`src/rtl/pipeline_adder_hs.sv`:
```
// pipeline_adder_hs: carry-segmented pipelined adder with valid/ready
// handshake, pause and flush. Each stage adds one CHUNK of the operands using
// the carry registered by the previous stage, so the longest carry path is
// CHUNK+1 bits. The final stage drives sum/cout/out_valid straight from
// registers.
// Optional build macro: PIPE_ADDER_SUB_EN adds a per-operation 'sub' input
// (sum = a - b, cout = 1 means no borrow). Without it the block always adds.
module pipeline_adder_hs #(
   parameter int WIDTH  = 32,
   parameter int STAGES = 4
) (
   input  logic             clk,
   input  logic             rst_n,
   input  logic             pause,
   input  logic             flush,
   input  logic             in_valid,
   output logic             in_ready,
   input  logic [WIDTH-1:0] a,
   input  logic [WIDTH-1:0] b,
   input  logic             cin,
`ifdef PIPE_ADDER_SUB_EN
   input  logic             sub,
`endif
   output logic             out_valid,
   input  logic             out_ready,
   output logic [WIDTH-1:0] sum,
   output logic             cout
);

   localparam int CHUNK = WIDTH / STAGES;

   // Per-stage registers. r_opa/r_opb hold the operand chunks not yet
   // consumed, shifted down so the next chunk to add sits at the LSBs.
   logic             r_valid [STAGES];
   logic             r_carry [STAGES];
   logic [WIDTH-1:0] r_sum   [STAGES];
   logic [WIDTH-1:0] r_opa   [STAGES];
   logic [WIDTH-1:0] r_opb   [STAGES];

   // Per-stage next-state wires
   logic             w_valid_in  [STAGES];
   logic [CHUNK-1:0] w_chunk_a   [STAGES];
   logic [CHUNK-1:0] w_chunk_b   [STAGES];
   logic             w_cin_stage [STAGES];
   logic [WIDTH-1:0] w_sum_low   [STAGES];
   logic [WIDTH-1:0] w_rem_a     [STAGES];
   logic [WIDTH-1:0] w_rem_b     [STAGES];
   logic [CHUNK:0]   w_add       [STAGES];
   logic [WIDTH-1:0] w_sum_next  [STAGES];

   logic             w_adv;
   logic [WIDTH-1:0] w_b_eff;
   logic             w_cin_eff;

   // Subtraction is a + ~b + 1, so only stage 0's inputs change.
`ifdef PIPE_ADDER_SUB_EN
   assign w_b_eff   = sub ? ~b : b;
   assign w_cin_eff = sub ? 1'b1 : cin;
`else
   assign w_b_eff   = b;
   assign w_cin_eff = cin;
`endif

   // The whole pipeline moves as one; bubbles are not collapsed.
   assign w_adv     = rst_n & ~pause & ~flush & (~out_valid | out_ready);
   assign in_ready  = w_adv;

   assign out_valid = r_valid[STAGES-1];
   assign sum       = r_sum[STAGES-1];
   assign cout      = r_carry[STAGES-1];

   genvar gi;
   generate
      for (gi = 0; gi < STAGES; gi++) begin : g_stage
         if (gi == 0) begin : g_first
            assign w_valid_in[gi]  = in_valid;
            assign w_chunk_a[gi]   = a[CHUNK-1:0];
            assign w_chunk_b[gi]   = w_b_eff[CHUNK-1:0];
            assign w_cin_stage[gi] = w_cin_eff;
            assign w_sum_low[gi]   = '0;
            assign w_rem_a[gi]     = a >> CHUNK;
            assign w_rem_b[gi]     = w_b_eff >> CHUNK;
         end else begin : g_next
            assign w_valid_in[gi]  = r_valid[gi-1];
            assign w_chunk_a[gi]   = r_opa[gi-1][CHUNK-1:0];
            assign w_chunk_b[gi]   = r_opb[gi-1][CHUNK-1:0];
            assign w_cin_stage[gi] = r_carry[gi-1];
            assign w_sum_low[gi]   = r_sum[gi-1];
            assign w_rem_a[gi]     = r_opa[gi-1] >> CHUNK;
            assign w_rem_b[gi]     = r_opb[gi-1] >> CHUNK;
         end
         // One CHUNK+1 bit add per stage; its MSB is the only carry path.
         assign w_add[gi]      = {1'b0, w_chunk_a[gi]} + {1'b0, w_chunk_b[gi]}
                               + {{CHUNK{1'b0}}, w_cin_stage[gi]};
         assign w_sum_next[gi] = w_sum_low[gi]
                               | (WIDTH'(w_add[gi][CHUNK-1:0]) << (gi * CHUNK));
      end
   endgenerate

   // Pipeline registers: async reset, flush clears, otherwise shift on advance
   always_ff @(posedge clk or negedge rst_n) begin
      if (!rst_n) begin
         for (int k = 0; k < STAGES; k++) begin
            r_valid[k] <= 1'b0;
            r_carry[k] <= 1'b0;
            r_sum[k]   <= '0;
            r_opa[k]   <= '0;
            r_opb[k]   <= '0;
         end
      end else if (flush) begin
         for (int k = 0; k < STAGES; k++) begin
            r_valid[k] <= 1'b0;
            r_carry[k] <= 1'b0;
            r_sum[k]   <= '0;
            r_opa[k]   <= '0;
            r_opb[k]   <= '0;
         end
      end else if (w_adv) begin
         for (int k = 0; k < STAGES; k++) begin
            r_valid[k] <= w_valid_in[k];
            // Bubbles carry zero data so an idle output reads as zero.
            r_carry[k] <= w_valid_in[k] ? w_add[k][CHUNK] : 1'b0;
            r_sum[k]   <= w_valid_in[k] ? w_sum_next[k]   : '0;
            r_opa[k]   <= w_valid_in[k] ? w_rem_a[k]      : '0;
            r_opb[k]   <= w_valid_in[k] ? w_rem_b[k]      : '0;
         end
      end
   end

endmodule
```
`config.mk`:
```
export PLATFORM = sky130hd
export DESIGN_NAME = pipeline_adder_hs
export DESIGN_NICKNAME = d
export VERILOG_FILES = /design/src/rtl/pipeline_adder_hs.sv
export SDC_FILE = /design/constraint.sdc
export NUM_CORES = 1
export LEC_CHECK = 0
export CAP_MARGIN = 20
export CORE_MARGIN = 3
export CORE_UTILIZATION = 55
export CTS_CLUSTER_SIZE = 20
export DETAILED_ROUTE_END_ITERATION = 8
export PLACE_DENSITY_LB_ADDON = 0.2
export SLEW_MARGIN = 30
export SYNTH_ARGS = -nofsm -noshare
export SYNTH_HDL_FRONTEND = slang
export SYNTH_SLANG_ARGS = --single-unit
export TNS_END_PERCENT = 5
```
`constraint.sdc`:
```
create_clock -name clk -period 2.15 [get_ports clk]
set_input_delay 0.215 -clock clk [delete_from_list [all_inputs] [get_ports clk]]
set_output_delay 0.215 -clock clk [all_outputs]
set_load 0.1 [all_outputs]
```
# Yosys cells after proc, flatten, opt, wreduce, memory -nomap -nowiden
# Cells that the tools add are included.
# word_totals
reg_bits	328
inputBits	71
output_inout_bits	35
word_cells	63
# classes
n_addsub	8
muxes	26
bitwise_logic	10
n_reduce_logical	1
# ops
operator	n
$mux W128	6
$mux W24	8
$mux W32	3
$add A8 B8 Y9	4
$add A9 B1 Y9	4
$or A32 B16 Y32	1
$or A32 B24 Y32	1
$or A32 B32 Y32	1
$mux W4	4
$mux W8	1
$mux W1	4
$and A1 B1 Y1	3
$not A1 Y1	3
$reduce_bool A2 Y1	1
$or A1 B1 Y1	1

# Longest topological paths before layout
# depth
ltp_word	6
ltp_mapped	8
mapped_depth_nobuf	8

# Worst setup path before layout
# Ideal clock, no wire load.
# synth_path
path_kind	register to register
start	register r_valid (netlist bit out_valid)
end	register r_opa[104] in the netlist's numbering
setup_ns	0.065
arrival_ns	2.548
required_time_ns	2.085
setup_slack_ns	-0.464
stages_incl_launch_ff	7
n_path_buf	2
path_cell_list	dfrtp_1 nor2b_2 nor3_4 and2_1 buf_8 buf_8 a22o_1
# synth_via
elab_chain_cells	4
# synth_rtl
element	line_no	source
start: declaration	34	logic r_valid [STAGES];
start signal: indexed assignment	120	r_valid[k] <= w_valid_in[k];
$not A1 Y1	65	assign w_adv = rst_n & ~pause & ~flush & (~out_valid | out_ready);
$or A1 B1 Y1	65	
$and A1 B1 Y1	65	
via in_ready	17	output logic in_ready,
$reduce_bool A2 Y1 (no source line)	-	
end signal: indexed assignment	124	r_opa[k] <= w_valid_in[k] ? w_rem_a[k] : '0;
end: declaration	37	logic [WIDTH-1:0] r_opa [STAGES];
# The timed path passes the listed nets, and every way through them passes these cells.
# A chain may end at the register's enable or synchronous reset.

# Final worst setup path
# layout_path
start	register r_opa[32] in the netlist's numbering
end	register r_sum (netlist bit sum[30])
# layout_via
elab_chain_cells	6
# layout_rtl
element	line_no	source
$add A8 B8 Y9	93	assign w_add[gi] = {1'b0, w_chunk_a[gi]} + {1'b0, w_chunk_b[gi]}
$add A9 B1 Y9	94	+ {{CHUNK{1'b0}}, w_cin_stage[gi]};
$or A32 B32 Y32	96	| (WIDTH'(w_add[gi][CHUNK-1:0]) << (gi * CHUNK));
$mux W32	123	r_sum[k] <= w_valid_in[k] ? w_sum_next[k] : '0;
$mux W128	118	end else if (w_adv) begin
$mux W128	110	end else if (flush) begin
end signal: indexed assignment	123	
end: declaration	36	logic [WIDTH-1:0] r_sum [STAGES];
# Every way passes these cells. The select of a mux whose other input is x is not followed.

==> key figures <==
STA
  – Minimum clock period: 1.99 ns
  – Fin crit share: 0.928
  – Final hold vios: 0
  – Worst hold slack: 0.384 ns
  – Slew Viols, Final: 0
  – FMAX: 501 MHz
  – Final setup violation count: 0
  – Worst Max-Slew Pin Slew: 0.552 ns
  – Clk_skew: 0.00741 ns
  – RSZ-0062 raised after global routing: false
  – Relative slew slack: 0.632
  – Worst Setup Slack, final: 0.156 ns

Hold path
  – Hold crit path type: input port to async pin

Power and ir drop
  – Flop pwr share: 0.491
  – Switching Power: 0.00168 W
  – Peak supply drop: 0.597 mV
  – Leak pwr: 4.69 nW
  – Pwr Density: 742 nW/um^2
  – Combinational Power Share: 0.067
  – Internal power: 0.00549 W
  – Clk pwr share: 0.442
  – Sw Ratio: 0.234

Critical path
  – Slowest CP cell: fa_1
  – Cell Chain, Critical Path: fa_1 -> inv_1 -> fa_1 -> nand2b_1 -> a21oi_1 -> nand2b_1 -> xor2_1 -> a22o_1
  – Reg2reg end: sum[30]
  – Crit start category: flip-flop
  – Reg2Reg Depth: 8
  – CP required: 2.46 ns
  – Worst R2R Start: r_opa[32]
  – Critical Path AT: 2.30 ns
  – CP Max Fanout: 3
  – CP endpoint: sum[30]
  – CP startpoint: r_opa[32]
  – WS Path Type: flip-flop to flip-flop
  – Slowest stage delay, CP: 0.45 ns
  – Critical path endpoint category: flip-flop
  – R2r setup slk: 0.16 ns

Synthesis
  – Synthesis Warnings: 0
  – Synthesized area: 8130 um^2
  – Synthesized area per cell: 12.8 um^2
  – Library cells used by synthesis: 28
  – Syn Nets: 742
  – Post-Syn Instances: 635
  – Synthesized flop and latch total: 184
  – Post-synthesis sequential area ratio: 0.566
  – Post-synth EDFFs: 0
  – Async set or reset register ratio after synthesis: 1.00
  – Top FF cell, synth: dfrtp_1

Place
  – Setup WS pre-CTS: -0.0593 ns
  – Detail Placement HPWL: 11,100 um
  – GP Congestion: 0.878
  – Port Buffers: 105

Floorplanning
  – Row count: 43
  – I/O pin cnt: 106
  – Die ar.: 16,300 um^2
  – Die X: 128 um
  – Die Y: 128 um
  – Core area: 14,100 um^2
  – Starting Density: 0.575

GRT
  – Vias in the first global route: 5,093
  – Largest net degree at the start of global routing: 185
  – Initial antenna violation count: 0
  – Gr ovfl total: 0
  – Total Routing Usage GR: 0.205
  – First-pass GRT wire length: 26,600 um

Final layout
  – ANT cells: 0
  – Leading cell type in the layout, fill and taps excluded: dfrtp_1
  – Final net count: 815
  – Share of cells above drive strength 1: 0.129
  – Commonest non-fill, non-tap cells in the layout: dfrtp_1 (183), a22o_1 (152), clkdlybuf4s50_1 (69)
  – Area grow syn2layout: 18.8%

Route
  – WL per Instance: 17.7 um
  – Post-route DRC: 0
  – DRT iter0 DRCs: 386
  – Vias post-DR: 5,243
  – Final wirelength: 15,900 um
  – Final ANT Viol Nets: 0
  – Detailed Routing Iterations Pass 1: 5
  – Vias/cell: 5.82

Clock network
  – Worst-path clk slew: 0.07 ns
  – TritonCTS Buffers: 17
  – Clk buf depth: 2
  – CTS sink cnt: 184
  – Clock Latency Late Sink: 0.42 ns
  – H-tree Lvls: 4
  – Post-CTS setup buffer count: 0
  – CTS tree: built
  – Root buffer cell: clkbuf_16

Status
  – Status: finished clean

Job
  – Max cap viols: 0
==> metrics by stage <==
| stage | instances | util | setup TNS [ns] | instance area (um^2) | total power, W |
|---|---|---|---|---|---|
| global route | 901 | 0.683 | 0 | 9660 | 0.00741 |
| finish | 901 | 0.683 | 0 | 9660 | 0.00717 |
| detailed placement | 867 | 0.637 | -0.0961 | 9010 | 0.00407 |
| floorplan | 635 | - | -40.53 | 8150 | 0.00379 |
| CTS | 899 | 0.680 | 0 | 9620 | 0.00723 |
| global placement | 867 | 0.637 | -0.141 | 9010 | 0.00406 |
==> sequential cells by signal, summed over array words and instances (netlist names) <==
| name | count |
|---|---|
| out_valid | 1 |
| r_sum | 48 |
| cout | 1 |
| r_opb | 48 |
| sum | 32 |
| r_opa | 48 |
| r_valid | 3 |
| r_carry | 3 |
==> worst max-delay path, delay by kind of cell (launching register included) <==
kind                       cells  cell delay (ns)
and+or+nand+nor                2             0.33
xor gates and xnor gates       1             0.15
AOI/OAI and AO/OA              2             0.27
adders and majority gates      2             0.63
buffers and inverters          1             0.09
DFF                            1             0.42
==> kinds of logic after synthesis <==
family	count (synthesis)	share of synthesized area
DFF	184	0.566
xor gates and xnor gates	20	0.0215
AOI/OAI and AO/OA	240	0.229
buffers and inverters	82	0.0772
adders and majority gates	36	0.0628
and+or+nand+nor	73	0.0435
==> synthesized netlist by cell type, types with 8 or more instances <==
cell,n,area [um^2]
ha_1,28,350
xor2_1,20,175
o211ai_1,12,90.1
nand2_1,40,150
fa_1,8,160
dfrtp_1,184,4600
buf_8,13,195
nor2_1,9,33.8
inv_1,12,45.0
nand2b_1,16,100
buf_4,32,240
o21ai_0,24,120
a22o_1,152,1330
a21oi_1,28,140
buf_2,19,95.1
==> layout make-up <==
| class | count | area [um^2] |
|---|---|---|
| well taps | 180 | 225 |
| inverters | 12 | 45.0 |
| multi-input cells | 369 | 2920 |
| flip-flops and latches | 184 | 4610 |
| repair buffers | 124 | 1260 |
| clock inverters | 15 | 186 |
| clock buffers | 17 | 425 |
| fillers | 1055 | 4490 |
==> worst min-delay path by stage <==
stage	from	to	depth (start not counted)
2_1_floorplan	rst_n	cout	0
4_1_cts	rst_n	sum[0]	2
3_5_place_dp	sum[29]	sum[29]	2
5_1_grt	a[17]	r_opa[105]	2
3_3_place_gp	sum[27]	sum[27]	2
6_report	rst_n	sum[0]	3
==> per-layer routing <==
layer,global-route usage,wire length (um),vias up,share of wire
met5,0,0,-,0
met2,0.293,7010,126,0.44
met3,0.0431,692,18,0.043
li1,-,-,2480,-
met4,0.0618,173,0,0.011
met1,0.317,8070,2619,0.51
==> what timing repair did <==
item                                    4_1_cts  5_1_grt
endpoints found under the hold margin         0       75
hold buffers                                  0        1
endpoints found under the setup margin        0        1
resized for setup                             0        1
==> power by group through the flow <==
stage	Sequential, W	Clock, W	Combinational (W)
finish	0.00352	0.00317	0.000483
global route	0.00352	0.00336	0.000535
floorplan	0.00358	0	0.000210
CTS	0.00352	0.00323	0.000483
detailed placement	0.00359	0	0.000479
global placement	0.00358	0	0.000476
No activity file was read; power rests on OpenSTA's default activity.
